### src/rtl/instruction_encoder.sv
// -----------------------------------------------------------------------------
// instruction_encoder
//
// Purpose:
//   Encodes RV32I load (I-type), store (S-type) and branch (B-type)
//   instructions from separate register/funct3/immediate fields. The encoding
//   and the immediate range check are purely combinational on the request
//   inputs. The result (instruction word + error flag) is captured into a
//   2-entry FIFO on the accepting edge and drained by the consumer. Errored
//   requests (out-of-range immediate, odd branch offset, reserved format)
//   produce a NOP word with out_err set and bump a saturating error counter.
//
// Handshakes (both sides use strict valid/ready semantics):
//   A transfer happens on a rising clk edge where valid and ready are both 1.
//   The producer holds its payload stable while valid=1 and ready=0. in_ready
//   depends only on registered occupancy (and reset), never on out_ready, so
//   a push is refused at occupancy 2 even when a pop happens on that edge.
//
// Ports:
//   clk        in   1   sole clock, rising edge
//   reset      in   1   asynchronous, active-high; clears all state
//   in_valid   in   1   request carries a field set to encode
//   in_ready   out  1   encoder can accept a request this cycle
//   fmt        in   2   0=load, 1=store, 2=branch, 3=reserved
//   rd         in   5   destination register (load only)
//   rs1        in   5   base / first source register
//   rs2        in   5   second source register (store/branch only)
//   funct3     in   3   passed through unchanged
//   imm        in  32   signed byte offset, two's complement
//   out_valid  out  1   out_instr/out_err hold a buffered result
//   out_ready  in   1   consumer takes the head result
//   out_instr  out 32   encoded instruction word (0 when empty)
//   out_err    out  1   head result failed the range/format check
//   err_count  out  8   saturating count of accepted errored requests
// -----------------------------------------------------------------------------
module instruction_encoder (
    input  logic        clk,
    input  logic        reset,
    input  logic        in_valid,
    output logic        in_ready,
    input  logic [1:0]  fmt,
    input  logic [4:0]  rd,
    input  logic [4:0]  rs1,
    input  logic [4:0]  rs2,
    input  logic [2:0]  funct3,
    input  logic [31:0] imm,
    output logic        out_valid,
    input  logic        out_ready,
    output logic [31:0] out_instr,
    output logic        out_err,
    output logic [7:0]  err_count
);

    localparam logic [6:0]  OP_LOAD   = 7'b0000011;
    localparam logic [6:0]  OP_STORE  = 7'b0100011;
    localparam logic [6:0]  OP_BRANCH = 7'b1100011;
    localparam logic [31:0] INSTR_NOP = 32'h00000013;

    localparam logic [1:0]  FMT_LOAD   = 2'd0;
    localparam logic [1:0]  FMT_STORE  = 2'd1;
    localparam logic [1:0]  FMT_BRANCH = 2'd2;

    // ------------------------------------------------------------------
    // Combinational encode and range check
    // ------------------------------------------------------------------
    logic        w_fits12;
    logic        w_fits13;
    logic [31:0] w_instr;
    logic        w_err;

    // A value fits in N signed bits when all bits from N-1 upward are equal
    // (pure sign extension). 12 bits -> [-2048, 2047]; 13 bits -> [-4096,
    // 4095], and the even-offset rule trims the branch top to 4094.
    assign w_fits12 = (&imm[31:11]) | (~|imm[31:11]);
    assign w_fits13 = (&imm[31:12]) | (~|imm[31:12]);

    always_comb begin
        w_instr = INSTR_NOP;
        w_err   = 1'b1;
        case (fmt)
            FMT_LOAD: begin
                if (w_fits12) begin
                    w_instr = {imm[11:0], rs1, funct3, rd, OP_LOAD};
                    w_err   = 1'b0;
                end
            end
            FMT_STORE: begin
                if (w_fits12) begin
                    w_instr = {imm[11:5], rs2, rs1, funct3, imm[4:0], OP_STORE};
                    w_err   = 1'b0;
                end
            end
            FMT_BRANCH: begin
                if (w_fits13 && !imm[0]) begin
                    w_instr = {imm[12], imm[10:5], rs2, rs1, funct3,
                               imm[4:1], imm[11], OP_BRANCH};
                    w_err   = 1'b0;
                end
            end
            default: begin
                w_instr = INSTR_NOP;
                w_err   = 1'b1;
            end
        endcase
    end

    // ------------------------------------------------------------------
    // 2-entry result FIFO
    // ------------------------------------------------------------------
    logic [32:0] r_mem [0:1];   // {err, instr}
    logic        r_wptr;
    logic        r_rptr;
    logic [1:0]  r_count;
    logic [7:0]  r_err_count;

    logic        w_push;
    logic        w_pop;

    // Gating with reset keeps in_ready low for the whole reset pulse even
    // though the asynchronous clear already forces occupancy to zero.
    assign in_ready  = ~reset & (r_count != 2'd2);
    assign out_valid = (r_count != 2'd0);

    assign w_push = in_valid & in_ready;
    assign w_pop  = out_valid & out_ready;

    assign out_instr = out_valid ? r_mem[r_rptr][31:0] : 32'h0;
    assign out_err   = out_valid ? r_mem[r_rptr][32]   : 1'b0;
    assign err_count = r_err_count;

    always_ff @(posedge clk or posedge reset) begin
        if (reset) begin
            r_mem[0] <= 33'h0;
            r_mem[1] <= 33'h0;
            r_wptr   <= 1'b0;
            r_rptr   <= 1'b0;
        end else begin
            if (w_push) begin
                r_mem[r_wptr] <= {w_err, w_instr};
                r_wptr        <= ~r_wptr;
            end
            if (w_pop) begin
                r_rptr <= ~r_rptr;
            end
        end
    end

    always_ff @(posedge clk or posedge reset) begin
        if (reset) begin
            r_count <= 2'd0;
        end else begin
            case ({w_push, w_pop})
                2'b10:   r_count <= r_count + 2'd1;
                2'b01:   r_count <= r_count - 2'd1;
                default: r_count <= r_count;
            endcase
        end
    end

    always_ff @(posedge clk or posedge reset) begin
        if (reset) begin
            r_err_count <= 8'd0;
        end else if (w_push && w_err && (r_err_count != 8'hFF)) begin
            r_err_count <= r_err_count + 8'd1;
        end
    end

endmodule
### config.mk
export PLATFORM = sky130hd
export DESIGN_NAME = instruction_encoder
export DESIGN_NICKNAME = d
export VERILOG_FILES = /design/src/rtl/instruction_encoder.sv
export SDC_FILE = /design/constraint.sdc
export NUM_CORES = 1
export LEC_CHECK = 0
export ABC_AREA = 1
export BUFFER_PORTS_ARGS = -buffer_cell sky130_fd_sc_hd__buf_2
export CORE_MARGIN = 2
export CORE_UTILIZATION = 53
export CTS_CLUSTER_SIZE = 30
export DETAILED_ROUTE_END_ITERATION = 10
export GPL_TIMING_DRIVEN = 0
export PLACE_DENSITY = 0.8
export SYNTH_ARGS = -nofsm -noshare
export SYNTH_HDL_FRONTEND = slang
export SYNTH_SLANG_ARGS = --single-unit
### constraint.sdc
create_clock -name clk -period 2.6 [get_ports clk]
set_clock_uncertainty 0.2 [all_clocks]
set_input_delay 0.13 -clock clk [delete_from_list [all_inputs] [get_ports clk]]
set_output_delay 0.13 -clock clk [all_outputs]
set_load 0.03 [all_outputs]
; ---- Word-level counts from Yosys, hierarchy flattened
; Index checks and enable logic that the tools add are counted.
[totals]
out_inout_bits = 43
memories = 0
word_cells = 59
romBits = 0
latchBits = 0
mem_bits_rw = 0
ff_bits = 78
in_bits = 56
[op_classes]
reduce_logical = 15
shift = 0
div = 0
add_sub_neg = 3
n_lt_le_gt_ge = 3
n_mux = 16
eq_ne = 6
n_bitwise = 10
mul = 0
[ops]
columns = cell, n
row1 = $mux 33, 4
row2 = $mux 32, 4
row3 = $pmux 32 s3, 1
row4 = $bwmux 66, 1
row5 = $demux 33 s1, 1
row6 = $reduce_and 21->1, 1
row7 = $reduce_or 21->1, 1
row8 = $reduce_and 20->1, 1
row9 = $reduce_or 20->1, 1
row10 = $add 8x1->8 const B, 1
row11 = $ne 8x8->1 const B, 1
row12 = $eq 2x1->1 const B, 2
row13 = $eq 2x2->1 const B, 2
row14 = $ge 2x2->1 const B, 2
row15 = $logic_and 1x1->1, 4
row16 = $not 1->2, 2
row17 = $pmux 2 s2, 1
row18 = $reduce_bool 2->1, 2
row19 = $and 1x1->1, 3
row20 = $logic_not 1->1, 3
row21 = $mux 1, 3
row22 = $not 1->1, 3
row23 = $add 2x1->2 const B, 1
row24 = $logic_not 2->1, 1
row25 = other kinds (6), 7

; ---- Logic depth before layout (Yosys ltp)
[depth]
depth_word = 8
mapped_depth = 12
ltp_nobuf = 12

; ---- Worst setup path before layout
; No wires, ideal clock.
[synth_timing]
path_type = register to output
from = register r_count[1]
to = output out_instr[17]
stages_incl_launch_ff = 6
setup_slack_ns = 0.511
required_ns = 2.270
path_buffers = 1
arrival_ns = 1.759
path_cell_list = dfrtp_1 -> nor2_1 -> inv_1 -> clkbuf_1 -> o21ai_0 -> a21oi_1
[synth_via]
elab_chain_cells = 2
[synth_rtl]
columns = item, line_no
row1 = "start, declared", 113  ; logic [1:0] r_count;
row2 = "start signal, assigned", 153  ; 2'b10: r_count <= r_count + 2'd1;
row3 = "start signal, assigned", 154  ; 2'b01: r_count <= r_count - 2'd1;
row4 = "start signal, assigned", 155  ; default: r_count <= r_count;
row5 = $reduce_bool 2->1, 122  ; assign out_valid = (r_count != 2'd0);
row6 = via out_valid, 47  ; output logic out_valid,
row7 = $mux 32, 127  ; assign out_instr = out_valid ? r_mem[r_rptr][31:0] : 32'h0;
row8 = "end, declared", 49  ; output logic [31:0] out_instr,
; The timed path passes the listed nets, and every way through them passes these cells.

; ---- Final worst setup path
[layout_timing]
from = register r_rptr
to = output out_instr[7]
[layout_via]
elab_chain_cells = 5
[layout_rtl]
columns = item, line_no
row1 = "start, declared", 112  ; logic r_rptr;
row2 = "start signal, assigned", 143  ; r_rptr <= ~r_rptr;
row3 = $not 1->2 (not written as such), 127
row4 = $mux 33 (3 in a row), -
row5 = $mux 32, 127
; No other way between the ends. The select of a mux whose other input is x is not followed.

==> results.txt <==
----------------------------------------------------
[Power and ir drop]
  Portion of total power attributed to combinational logic ... 45.1%
  Power per Cell Area ... 844 nW/um^2
  Part of the power in registers ... 32.2%
  Cell internal pwr ... 0.00241 W
  Sw Share ... 44.1%
  Reported net switching power ... 0.00190 W
  LEAKAGE ... 2.79 nW
  Max VDD drop ... 0.000360 V
  Part of the power in the clock network ... 22.7%

[Setup path]
  Max FO, Critical Path ... 10
  Classification of the worst setup path ... reg2out
  Series of cell instances along the critical path ... clkbuf_1 > clkbuf_1 > nand2_1 > a21oi_1 > buf_2
  Cell with the largest stage delay on the worst path ... sky130_fd_sc_hd__clkbuf_1
  Largest stage delay on the critical path ... 0.44 ns
  Type of origin of the critical path ... register
  Most used cell along the critical path ... sky130_fd_sc_hd__clkbuf_1
  Setup crit end kind ... output port
  Required @ worst endpoint ... 2.27 ns
  Arrival time at the worst endpoint ... 2.12 ns

[Place]
  Post-DP HPWL ... 6940 um
  Global placement routability congestion ... 0.828
  Number of buffers added on ports ... 96

[Global route]
  Fraction of met2 tracks used by global routing ... 43.2%
  Global routing met1 resource utilization ... 32.8%
  Overall fraction of global-route tracks in use ... 25.3%
  Total congestion overflow ... 0
  Most Used Layer, Global Route ... met2
  Via count of the first global-routing pass ... 3630
  Initial antenna violation count ... 0
  GR Util met3 ... 3.94%
  Largest net degree at the start of global routing ... 73
  Global-route wire length before repair ... 16700 um

[Timing]
  Fin Setup TNS ... 0 ns
  Max-slew headroom ... 41.9%
  Fin. Hold Viols ... 0
  Total setup violations reported at the end of the flow ... 0
  Unrepaired setup endpoints after global routing ... no
  Worst-Margin Slew ... 0.872 ns
  Minimum clock period after layout ... 2.45 ns
  Max-slew violations ... 0
  Period Utilization, post-route ... 94.1%
  Upper clock frequency limit ... 409 MHz

[Floorplan]
  Height of the die ... 90.0 um
  Area of the die ... 8110 um^2
  Core Area ... 7210 um^2
  Row count ... 31
  Number of top-level pins ... 99
  Initial Util ... 54.4%
  Die extent in x ... 90.0 um

[Drt]
  Count of TritonRoute iterations in the first routing pass ... 4
  Post-route ant nets ... 0
  Sum of routed wire length over all layers ... 10100 um
  DRT iter0 DRCs ... 201
  Routed vias ... 3839
  Avg WL per Cell ... 13.2 um
  Vias per std cell ... 5.04
  Post-route DRC ... 0

[Synthesis]
  Cells taking the most area after synthesis ... sky130_fd_sc_hd__dfrtp_1 46%, sky130_fd_sc_hd__nand2_1 18%, sky130_fd_sc_hd__mux2i_1 7.1%
  Yosys warning count ... 0
  Distinct cell type count of the synthesized netlist ... 28
  FF+latch count, synth ... 72
  Fraction of synthesized cell area taken by the top area cell type ... 45.9%
  Sequential area share after synthesis ... 45.9%
  Syn_area_per_cell ... 7.63 um^2
  Post-Synthesis Cells ... 514
  Post-synth top area cell ... sky130_fd_sc_hd__dfrtp_1
  Area of the mapped netlist ... 3920 um^2

[CTS]
  Clock-pin slew on the worst setup and hold paths ... 0.07 ns
  Root buffer cell ... sky130_fd_sc_hd__clkbuf_8
  Clock sinks ... 72
  Clock tree from TritonCTS ... built
  H-tree levels ... 3
  Number of buffers between clock root and the deepest sink ... 2
  Clock latency reported for the late side of the worst-skew pair ... 0.36 ns
  Number of buffers inserted by post-CTS setup repair ... 0
  Number of clock buffers inserted by TritonCTS ... 9

[Finish]
  Total of fill cells in the finished design ... 608
  Diodes inserted ... 0
  Area of the multi-input gates ... 1820 um^2
  Signed area change from the synthesized netlist to the final layout ... 30.3%
  Seq. cell area ... 1800 um^2
  Number of nets in the finished design ... 716
  Core occupancy in the finished layout ... 70.8%
  Fraction of layout cells with a size suffix above 1 ... 20.7%

[Min path]
  Hold/Removal Path Class ... in2reg

[Status]
  Status ... finished, final reports clean

[Run]
  Max cap viols ... 0

----------------------------------------------------
## stage by stage
step | setup slack [ns] | cell area, um^2 | power (W) | std cells | hold slack [ns]
final | 0.153 | 5110 | 0.00431 | 762 | 0.0458
after global placement | -0.420 | 4530 | 0.00325 | 710 | 0.207
after global routing | 0.0295 | 5110 | 0.00452 | 762 | 0.111
after detailed placement | 0.476 | 4530 | 0.00331 | 710 | 0.197
after floorplan | 0.445 | 3930 | 0.00269 | 515 | 0.0922
after CTS | 0.0751 | 5110 | 0.00431 | 762 | 0.0246
## cell usage after synthesis (all sizes together)
cell type	n
conb	1
clkinv	1
nand3b	1
nand4	11
nand3	17
nor3	1
a21oi	32
nor2	41
a31oi	1
dfrtp	72
xor2	3
xnor2	5
o21ai	26
inv	49
or2	5
mux2i	28
buf	12
clkbuf	11
ha	2
nand2	195
## worst max-delay path, delay by kind of cell, from the launching register on
family          cells  cell delay (ns)
buf+inv             3             1.07
flops               1             0.38
compound gates      1             0.21
simple gates        1             0.10
## power by group through the flow
| stage | Combinational, W | Sequential, W | Clock (W) |
|---|---|---|---|
| after floorplan | 0.00124 | 0.00145 | 0 |
| final | 0.00195 | 0.00139 | 0.000977 |
| after CTS | 0.00194 | 0.00139 | 0.000987 |
| after global placement | 0.00185 | 0.00140 | 0 |
| after detailed placement | 0.00190 | 0.00141 | 0 |
| after global routing | 0.00208 | 0.00141 | 0.00103 |
## flip-flops by register name, indices dropped and copies added, names as in the netlist
| register | flops |
|---|---|
| r_count | 2 |
| r_rptr | 1 |
| r_mem | 60 |
| err_count | 8 |
| r_wptr | 1 |
## routing by layer
layer  wire length [um]  up-vias
li1                   -     1900
met1               4380     1813
met2               5010      113
met3                548       13
met4                134        0
met5                  0        -
## final timing paths
| path | from | end | slack (ns) | cells past startpoint |
|---|---|---|---|---|
| setup / recovery | r_rptr | out_instr[7] | 0.15 | 5 |
| hold / removal | imm[12] | r_mem[64] | 0.05 | 5 |
| setup reg to reg | r_count[0] | r_count[1] | 0.73 | 6 |
| hold reg to reg | r_mem[54] | r_mem[54] | 0.28 | 2 |
| max in group asynchronous | reset | r_mem[12] | 1.28 | 3 |
| min in group asynchronous | reset | err_count[6] | 0.33 | 3 |
## kinds of logic (layout without fill, tap and decap cells)
family                     count (synthesis)  count (layout)  share of synthesized area [%]
and+or+nand+nor                          271             271                           28.3
muxes                                     28              28                           7.14
DFF                                       72              72                           45.9
AOI/OAI and AO/OA                         59              59                           8.23
other                                      1               2                         0.0956
xor gates and xnor gates                   8               8                           1.79
buffers and inverters                     73             221                           7.94
adders and majority gates                  2               2                          0.638
## cells in the final DEF (no fill, tap or decap), drive strengths merged, types with 17 or more instances in the layout
cell	count
a21oi	32
buf	108
clkbuf	24
dfrtp	72
dlygate4sd3	36
inv	49
mux2i	28
nand2	195
nand3	17
nor2	41
o21ai	26
## cell type report
cell class                 instances  share of cell area (%)
multi-input combinational        370                    35.5
sequential                        72                    35.3
timing repair buffer             132                    16.5
inverter                          50                    3.72
clock buffer                      13                    2.91
buffer                            23                    2.42
tap                               99                    2.42
clock inverter                     3                    1.27
## what timing repair did
action	CTS	global route
setup endpoints to repair	0	8
hold buffers	36	0
gates resized for setup	0	1
hold endpoints to repair	124	0
(Power assumes the default switching activity.)
